<file path="config.mk">
export PLATFORM = sky130hd
export DESIGN_NAME = pc_stack_reg
export DESIGN_NICKNAME = d
export VERILOG_FILES = /design/src/rtl/pc_stack_reg.sv
export SDC_FILE = /design/constraint.sdc
export NUM_CORES = 1
export LEC_CHECK = 0
export BUFFER_PORTS_ARGS = -buffer_cell sky130_fd_sc_hd__clkbuf_2
export CAP_MARGIN = 20
export CELL_PAD_IN_SITES_DETAIL_PLACEMENT = 2
export CELL_PAD_IN_SITES_GLOBAL_PLACEMENT = 2
export CORE_MARGIN = 2
export CORE_UTILIZATION = 41
export DETAILED_ROUTE_END_ITERATION = 10
export GPL_ROUTABILITY_DRIVEN = 0
export PLACE_DENSITY_LB_ADDON = 0.1
export SYNTH_ARGS = -nofsm -noshare
export SYNTH_HDL_FRONTEND = slang
export SYNTH_SLANG_ARGS = --single-unit
</file>
<file path="constraint.sdc">
create_clock -name clk -period 4.8 [get_ports clk]
set_input_delay 0 -clock clk [delete_from_list [all_inputs] [get_ports clk]]
set_output_delay 0 -clock clk [all_outputs]
set_load 0.03 [all_outputs]
</file>
<file path="src/rtl/pc_stack_reg.sv">
// Program-counter register with a DEPTH-entry circular return-address stack.
// Optional target alignment check is enabled by defining PC_ALIGN_CHK_EN.
module pc_stack_reg #(
  parameter int unsigned       WIDTH     = 32,
  parameter logic [WIDTH-1:0]  RESET_VEC = '0,
  parameter int unsigned       STEP      = 4,
  parameter int unsigned       DEPTH     = 4
) (
  input  logic                       clk,
  input  logic                       rst,
  input  logic                       ena,
  input  logic [2:0]                 op,
  input  logic [WIDTH-1:0]           data_in,
  output logic [WIDTH-1:0]           data_out,
  output logic [$clog2(DEPTH):0]     ras_depth,
  output logic                       ras_empty,
  output logic                       ras_full,
  output logic                       ras_ovf,
  output logic                       err
);

  localparam int unsigned      PW      = $clog2(DEPTH);
  localparam int unsigned      DW      = PW + 1;
  localparam logic [WIDTH-1:0] STEP_W  = WIDTH'(STEP);
  localparam logic [DW-1:0]    DEPTH_W = DW'(DEPTH);

  typedef enum logic [2:0] {
    OP_HOLD   = 3'b000,
    OP_INC    = 3'b001,
    OP_BRANCH = 3'b010,
    OP_JUMP   = 3'b011,
    OP_CALL   = 3'b100,
    OP_RET    = 3'b101,
    OP_RSV6   = 3'b110,
    OP_RSV7   = 3'b111
  } op_e;

  logic [WIDTH-1:0] pc_q, pc_d;
  logic [PW-1:0]    sp_q, sp_d;      // next slot to write; top entry is sp_q-1
  logic [DW-1:0]    depth_q, depth_d;
  logic             ovf_q, ovf_d;
  logic             err_q, err_d;
  logic [WIDTH-1:0] mem_q [DEPTH];
  logic             push;
  logic [WIDTH-1:0] target;
  logic             misaligned;
  logic [PW-1:0]    top_idx;

  assign top_idx = sp_q - 1'b1;

  always_comb begin
    case (op_e'(op))
      OP_BRANCH:        target = pc_q + data_in;
      OP_JUMP, OP_CALL: target = data_in;
      default:          target = pc_q;
    endcase
  end

`ifdef PC_ALIGN_CHK_EN
  localparam logic [WIDTH-1:0] ALIGN_MASK = STEP_W - 1'b1;
  assign misaligned = |(target & ALIGN_MASK);
`else
  assign misaligned = 1'b0;
`endif

  // NOTE: every always_comb output gets a default first so no path can infer a latch.
  always_comb begin
    pc_d    = pc_q;
    sp_d    = sp_q;
    depth_d = depth_q;
    ovf_d   = ovf_q;
    err_d   = 1'b0;
    push    = 1'b0;
    if (ena) begin
      case (op_e'(op))
        OP_HOLD: ;
        OP_INC:  pc_d = pc_q + STEP_W;
        OP_BRANCH, OP_JUMP: begin
          if (misaligned) err_d = 1'b1;
          else            pc_d  = target;
        end
        OP_CALL: begin
          if (misaligned) begin
            err_d = 1'b1;
          end else begin
            push = 1'b1;
            pc_d = target;
            sp_d = sp_q + 1'b1;
            if (depth_q == DEPTH_W) ovf_d   = 1'b1;
            else                    depth_d = depth_q + 1'b1;
          end
        end
        OP_RET: begin
          if (depth_q == '0) begin
            err_d = 1'b1;
          end else begin
            pc_d    = mem_q[top_idx];
            sp_d    = top_idx;
            depth_d = depth_q - 1'b1;
          end
        end
        default: err_d = 1'b1;
      endcase
    end
  end

  // NOTE: sequential state uses non-blocking assignments so all registers update together.
  always_ff @(posedge clk or negedge rst) begin
    if (!rst) begin
      pc_q    <= RESET_VEC;
      sp_q    <= '0;
      depth_q <= '0;
      ovf_q   <= 1'b0;
      err_q   <= 1'b0;
    end else begin
      pc_q    <= pc_d;
      sp_q    <= sp_d;
      depth_q <= depth_d;
      ovf_q   <= ovf_d;
      err_q   <= err_d;
    end
  end

  // NOTE: stack storage is not reset; depth_q alone defines which entries are valid.
  always_ff @(posedge clk) begin
    if (push) mem_q[sp_q] <= pc_q + STEP_W;
  end

  assign data_out  = pc_q;
  assign ras_depth = depth_q;
  assign ras_empty = (depth_q == '0);
  assign ras_full  = (depth_q == DEPTH_W);
  assign ras_ovf   = ovf_q;
  assign err       = err_q;

endmodule

</file>
After elaboration in Yosys (flattened, before gate mapping) --
Memories as Yosys holds them, arrays and structs flattened. Index checks and enable logic that the tools add are counted.
Operators by class: $add $sub $neg 6, multiply operators 0, divide/modulo/power cells 0, $lt $le $gt $ge 0, eq/ne operators 9, shift operators 0, mux-type cells 15, bitwise operators 0, reductions and logical operators 11
Operators with widths (count):
- 32-bit one-hot mux with 3 select lines | 1
- 32-bit one-hot mux with 2 select lines | 1
- 32-bit by 3-bit adder with 32-bit output, second input constant | 1
- 32-bit adder | 1
- 32-bit two-way mux | 1
- 3-bit == test, second input constant | 3
- 4-bit AND reduction | 2
- 3-bit by 2-bit == test with 1-bit output, second input constant | 2
- 3-bit logical NOT | 2
- 1-bit two-way mux | 6
- 3-bit two-way mux | 2
- 3-bit one-hot mux with 2 select lines | 1
- 3-bit AND reduction | 2
- 5-bit OR reduction | 1
- 2-bit inequality test, second input constant | 2
- 2-bit one-hot mux with 2 select lines | 1
- 3-bit by 1-bit adder with 3-bit output, second input constant | 1
- 3-bit by 1-bit == test with 1-bit output, second input constant | 1
- 3-bit by 1-bit inequality test with 1-bit output, second input constant | 1
- 3-bit nonzero test | 1
- 3-bit OR reduction | 1
- 3-bit by 1-bit subtractor with 3-bit output, second input constant | 1
- 2-bit by 1-bit adder with 2-bit output, second input constant | 1
- 2-bit two-way mux | 1
- other kinds (4) | 4
Storage, ports and cells: register bits after elaboration 39, latch bits 0, RAM bits 128, memory bits (read-only) 0, output and inout port bits 39, memories kept 1
Memory list:
- mem_q | words 4, width 32, read ports 1, clocked after Yosys merged registers in 0, wr ports 1, line 43 | logic [WIDTH-1:0] mem_q [DEPTH];

Longest topological paths before layout --
depth after elaboration 5, mapped depth 14, depth with buffers taken out 11

Least setup slack after synthesis --
Ideal clock, no wire load.
kind register to register, start point reg sp_q[0], end point reg pc_q[14], in the netlist data_out[14], data arrival time 3.318 ns, data required time 4.672 ns, path slack 1.353 ns, stages on the path, launching flop included 12, path buffers 6, clock period less this slack 3.447 ns, cells stage by stage dfrtp_1 > clkbuf_1 > buf_2 > buf_2 > inv_1 > ha_1 > clkbuf_1 > buf_1 > clkbuf_1 > mux4_2 > a221oi_1 > o22ai_1
On the way: longest elaborated chain between the ends 4
RTL lines:
- start, declared | line 39 | logic [PW-1:0] sp_q, sp_d;
- start signal, assigned | line 117 | sp_q <= sp_d;
- 2-bit by 1-bit subtractor with 2-bit output | line 49 | assign top_idx = sp_q - 1'b1;
- memory 4 x 32 bit
- 32-bit two-way mux | line 94 | if (depth_q == '0) begin
- 32-bit one-hot mux with 3 select lines | line 75 | case (op_e'(op))
- end signal, assigned | line 116 | pc_q <= pc_d;
- end, declared | line 38 | logic [WIDTH-1:0] pc_q, pc_d;
No other way between the ends. The select of a mux whose other input is x is not followed. A chain may end at the register's enable or synchronous reset.

Worst setup path after layout --
start point reg pc_q[0], in the netlist data_out[0], end point reg pc_q[28], in the netlist data_out[28]
On the way: longest elaborated chain between the ends 3, elaborated cells on any way between the ends 4
RTL lines:
- 32-bit adder | line 53 | OP_BRANCH: target = pc_q + data_in;
- 32-bit one-hot mux with 2 select lines | line 52 | case (op_e'(op))
- 32-bit one-hot mux with 3 select lines (*) | line 75
Mark *: on every way between the ends. The rest lies on a longest branch, timed or not.

==> tab_implementation.tex <==
\begin{tabular}{lr}
\hline
Metric & Value \\
\hline
\multicolumn{2}{l}{\textbf{Run status}} \\
\quad Status & finished, final reports clean \\
\multicolumn{2}{l}{\textbf{Clock network}} \\
\quad CTS tree & yes \\
\quad Root buffer selected by CTS & sky130\_fd\_sc\_hd\_\_clkbuf\_16 \\
\quad Number of clock sinks seen by CTS & 167 \\
\quad Worst-skew pair later-pin latency & 430 ps \\
\quad Clock Pin Slew Worst Setup and Hold Paths & 70 ps \\
\quad Cells resized by post-CTS repair & 0 \\
\quad Number of buffers added by the clock tree synthesis step & 17 \\
\quad CTS H-tree depth & 4 \\
\quad Max Buffers Root-to-Sink & 2 \\
\multicolumn{2}{l}{\textbf{Global routing}} \\
\quad Met3 Use GR & 3.78\% \\
\quad Most Crowded Layer GR & met2 \\
\quad GRT Resource Usage Total & 27.2\% \\
\quad Gr ovfl total & 0 \\
\quad Global-route met2 utilization & 44.5\% \\
\quad Pin count of the biggest net entering global routing & 42 \\
\quad Initial antenna violation count & 0 \\
\quad First-pass GRT wire length & 49,700 um \\
\quad Met1 demand-to-capacity share in global routing & 38.4\% \\
\quad Number of global-route vias before repair & 8,200 \\
\multicolumn{2}{l}{\textbf{Critical path}} \\
\quad Critical path peak fanout & 7 \\
\quad Type of destination of the critical path & register \\
\quad Worst endpoint data arrival time & 3700 ps \\
\quad Critical path type & register to register \\
\quad Required @ worst endpoint & 5090 ps \\
\quad Worst Setup Start Kind & register \\
\multicolumn{2}{l}{\textbf{Floorplan}} \\
\quad Ports & 77 \\
\quad Core area & 0.0226 mm\^{}2 \\
\quad Placement row count & 55 \\
\quad Height of the die & 156 um \\
\quad Total Die Area & 0.0243 mm\^{}2 \\
\quad Initial Utilization & 41.9\% \\
\quad Horizontal die dimension & 156 um \\
\multicolumn{2}{l}{\textbf{Logic synthesis}} \\
\quad Top cell types by occurrence after synthesis & sky130\_fd\_sc\_hd\_\_edfxtp\_1 (128), sky130\_fd\_sc\_hd\_\_o21ai\_0 (73), sky130\_fd\_sc\_hd\_\_nand2\_1 (70), sky130\_fd\_sc\_hd\_\_nor2\_1 (59), sky130\_fd\_sc\_hd\_\_a21oi\_1 (56) \\
\quad Number of standard cells after synthesis & 814 \\
\quad Number of library cell types mapped by synthesis & 72 \\
\quad Share of the synthesized area in the top cell type & 40.6\% \\
\quad Yosys reg bits & 167 \\
\quad Most frequently used flop master after synthesis & sky130\_fd\_sc\_hd\_\_edfxtp\_1 \\
\quad FFs w/ async S/R, synth & 23.4\% \\
\quad Most numerous cell in the Yosys netlist & sky130\_fd\_sc\_hd\_\_edfxtp\_1 \\
\quad Sequential element share of the synthesized area & 50.9\% \\
\quad Number of enable flip-flop cells after synthesis & 128 \\
\quad Synth top area cells & sky130\_fd\_sc\_hd\_\_edfxtp\_1 (41\%), sky130\_fd\_sc\_hd\_\_dfrtp\_1 (10\%), sky130\_fd\_sc\_hd\_\_mux4\_2 (7.6\%), sky130\_fd\_sc\_hd\_\_ha\_1 (4.8\%), sky130\_fd\_sc\_hd\_\_o21ai\_0 (3.9\%) \\
\quad Cell taking the most area after synthesis & sky130\_fd\_sc\_hd\_\_edfxtp\_1 \\
\quad Count of warnings emitted by yosys & 0 \\
\quad Syn\_nets & 890 \\
\quad Average cell area after synthesis & 11.6 um\^{}2 \\
\quad Cell area after synthesis & 0.00948 mm\^{}2 \\
\multicolumn{2}{l}{\textbf{STA}} \\
\quad Final setup violation count & 0 \\
\quad Final hold violation count & 0 \\
\quad Period utilization & 71.0\% \\
\quad Slew at the pin closest to its max-slew limit & 1100 ps \\
\quad Shortest clock period the worst path allows after layout & 3410 ps \\
\quad Worst Skew & 10.4 ps \\
\quad Max-slew headroom & 27.0\% \\
\quad Max-slew violation count & 0 \\
\quad Post-route worst hold slack & 11.7 ps \\
\quad Post-route setup TNS & 0 ps \\
\quad Setup repair after global routing missed its margin & false \\
\quad FMAX & 0.293 GHz \\
\multicolumn{2}{l}{\textbf{Layout}} \\
\quad Final instance area & 0.0108 mm\^{}2 \\
\quad Antenna diodes & 0 \\
\quad Final-layout fill cell count & 2,244 \\
\quad Final net count & 966 \\
\quad Post-synthesis to final-layout area growth & 14.0\% \\
\quad Proportion of layout cells with a drive suffix above 1 & 19.4\% \\
\multicolumn{2}{l}{\textbf{Pwr}} \\
\quad Cell internal power dissipation & 3.71 mW \\
\quad Part of the power in the clock network & 20.4\% \\
\quad Leakage & 4.16 nW \\
\quad Switching fraction of total power & 43.1\% \\
\quad Sequential fraction of design power & 34.2\% \\
\quad Worst ir drop on vdd & 0.281 mV \\
\quad Switching power summed over all nets & 2.81 mW \\
\quad Combinational Power Share & 45.4\% \\
\quad Power per unit of standard cell area & 603 mW/mm\^{}2 \\
\multicolumn{2}{l}{\textbf{Route}} \\
\quad Drt pass-1 iters & 7 \\
\quad DRC violation count after routing & 0 \\
\quad Routed vias/inst & 6.22 \\
\quad Initial DRC Count & 504 \\
\quad Routed wire length per instance & 26.8 um \\
\quad Via count & 7,385 \\
\quad DRT Wirelength & 31,800 um \\
\quad Number of routed nets with antenna violations & 0 \\
\multicolumn{2}{l}{\textbf{Place}} \\
\quad Placed inst area & 0.0102 mm\^{}2 \\
\quad Number of port buffers & 76 \\
\quad DPL Wire Length & 21,700 um \\
\multicolumn{2}{l}{\textbf{Flow run}} \\
\quad Max-cap violations & 0 \\
\multicolumn{2}{l}{\textbf{Min path}} \\
\quad Worst min-delay path class & input pin to register \\
\hline
\end{tabular}
-- worst max-delay path: stages (launching register included) --
cell,delay [ps]
sky130_fd_sc_hd__dfrtp_1,460
sky130_fd_sc_hd__ha_1,310
sky130_fd_sc_hd__fa_1,440
sky130_fd_sc_hd__a21o_1,190
sky130_fd_sc_hd__and4_1,230
sky130_fd_sc_hd__o21ai_1,230
sky130_fd_sc_hd__a2111oi_0,180
sky130_fd_sc_hd__a211oi_1,450
sky130_fd_sc_hd__o21bai_1,210
sky130_fd_sc_hd__a41oi_1,310
sky130_fd_sc_hd__xor2_1,180
sky130_fd_sc_hd__o21ai_0,90
-- final timing paths --
kind                                   from            to  slack (ps)  cells past startpoint
worst max-delay path            data_out[0]  data_out[28]        1390                     11
worst min-delay path            data_in[20]  data_out[20]          10                      5
worst max register to register  data_out[0]  data_out[28]        1390                     11
worst min register to register      ras_ovf       ras_ovf         480                      1
max in group asynchronous               rst       sp_q[0]        4070                      3
min in group asynchronous               rst   data_out[7]         270                      3
-- final cells by class --
| type | count | area [um^2] | share of cell area, % |
|---|---|---|---|
| clock inverter | 13 | 113 | 1.04 |
| inverter | 12 | 45.0 | 0.417 |
| clock buffer | 19 | 433 | 4.01 |
| multi-input combinational | 594 | 4460 | 41.3 |
| sequential | 167 | 4820 | 44.6 |
| timing repair buffer | 98 | 573 | 5.30 |
| tap | 285 | 357 | 3.30 |
-- power groups by stage --
stage               combinational, mW  sequential (mW)  clock (mW)
floorplan                        1.89             2.35           0
global placement                 2.81             2.23           0
detailed placement               2.93             2.26           0
CTS                              2.96             2.23        1.34
global route                     3.22             2.27        1.39
finish                           2.96             2.23        1.33
-- metrics by stage --
step / worst slack (ps) / utilization (%) / instances / total power, mW
6_report: 1390 / 47.7 / 1188 / 6.52
5_1_grt: 1150 / 47.7 / 1188 / 6.88
4_1_cts: 1390 / 47.6 / 1187 / 6.53
3_5_place_dp: 1410 / 45.0 / 1149 / 5.19
3_3_place_gp: 1580 / 45.0 / 1149 / 5.04
2_1_floorplan: 1350 / - / 814 / 4.24
-- per-layer routing --
metal / part of all wire, % / vias to the layer above / wire, um
met4: 1.7 / 0 / 527
met1: 46 / 3896 / 14800
met3: 4.2 / 28 / 1340
met2: 48 / 172 / 15100
li1: - / 3289 / -
met5: 0 / - / 0
-- state kept, by name (all words and copies together) (netlist names) --
name,cells
mem_q,128
ras_depth,3
ras_ovf,1
sp_q,2
err,1
data_out,32
-- cells in the final DEF, fill, tap and decap left out, types with 5 or more instances in the layout --
| master | count |
|---|---|
| sky130_fd_sc_hd__edfxtp_1 | 128 |
| sky130_fd_sc_hd__clkbuf_2 | 76 |
| sky130_fd_sc_hd__o21ai_0 | 72 |
| sky130_fd_sc_hd__nand2_1 | 70 |
| sky130_fd_sc_hd__nor2_1 | 59 |
| sky130_fd_sc_hd__a21oi_1 | 56 |
| sky130_fd_sc_hd__dfrtp_1 | 38 |
| sky130_fd_sc_hd__ha_1 | 36 |
| sky130_fd_sc_hd__mux4_2 | 32 |
| sky130_fd_sc_hd__xnor2_1 | 30 |
| sky130_fd_sc_hd__xor2_1 | 23 |
| sky130_fd_sc_hd__a21o_1 | 23 |
| sky130_fd_sc_hd__mux2i_1 | 19 |
| sky130_fd_sc_hd__clkbuf_16 | 17 |
| sky130_fd_sc_hd__nand3_1 | 16 |
| sky130_fd_sc_hd__buf_4 | 15 |
| sky130_fd_sc_hd__nor3_1 | 13 |
| sky130_fd_sc_hd__a221oi_1 | 12 |
| sky130_fd_sc_hd__inv_1 | 11 |
| sky130_fd_sc_hd__and3_1 | 10 |
| sky130_fd_sc_hd__nand4_1 | 9 |
| sky130_fd_sc_hd__and4_1 | 8 |
| sky130_fd_sc_hd__a222oi_1 | 7 |
| sky130_fd_sc_hd__nand2b_1 | 6 |
| sky130_fd_sc_hd__a22o_1 | 6 |
| sky130_fd_sc_hd__dlygate4sd3_1 | 6 |
| sky130_fd_sc_hd__a31oi_1 | 5 |
| sky130_fd_sc_hd__a211oi_1 | 5 |
-- kinds of logic after synthesis --
logic type	after synthesis	synth area share, %
mux	52	9.73
compound gates	234	15.8
buf+inv	53	2.18
xor+xnor	53	4.90
simple gates	217	11.3
flops	167	50.9
fa+ha+maj	38	5.17
-- repair_timing --
item	4_1_cts	5_1_grt
hold endpoints to repair	44	0
buffers inserted	0	0
hold buffers	6	0
Power figures use the tool's default switching activity.
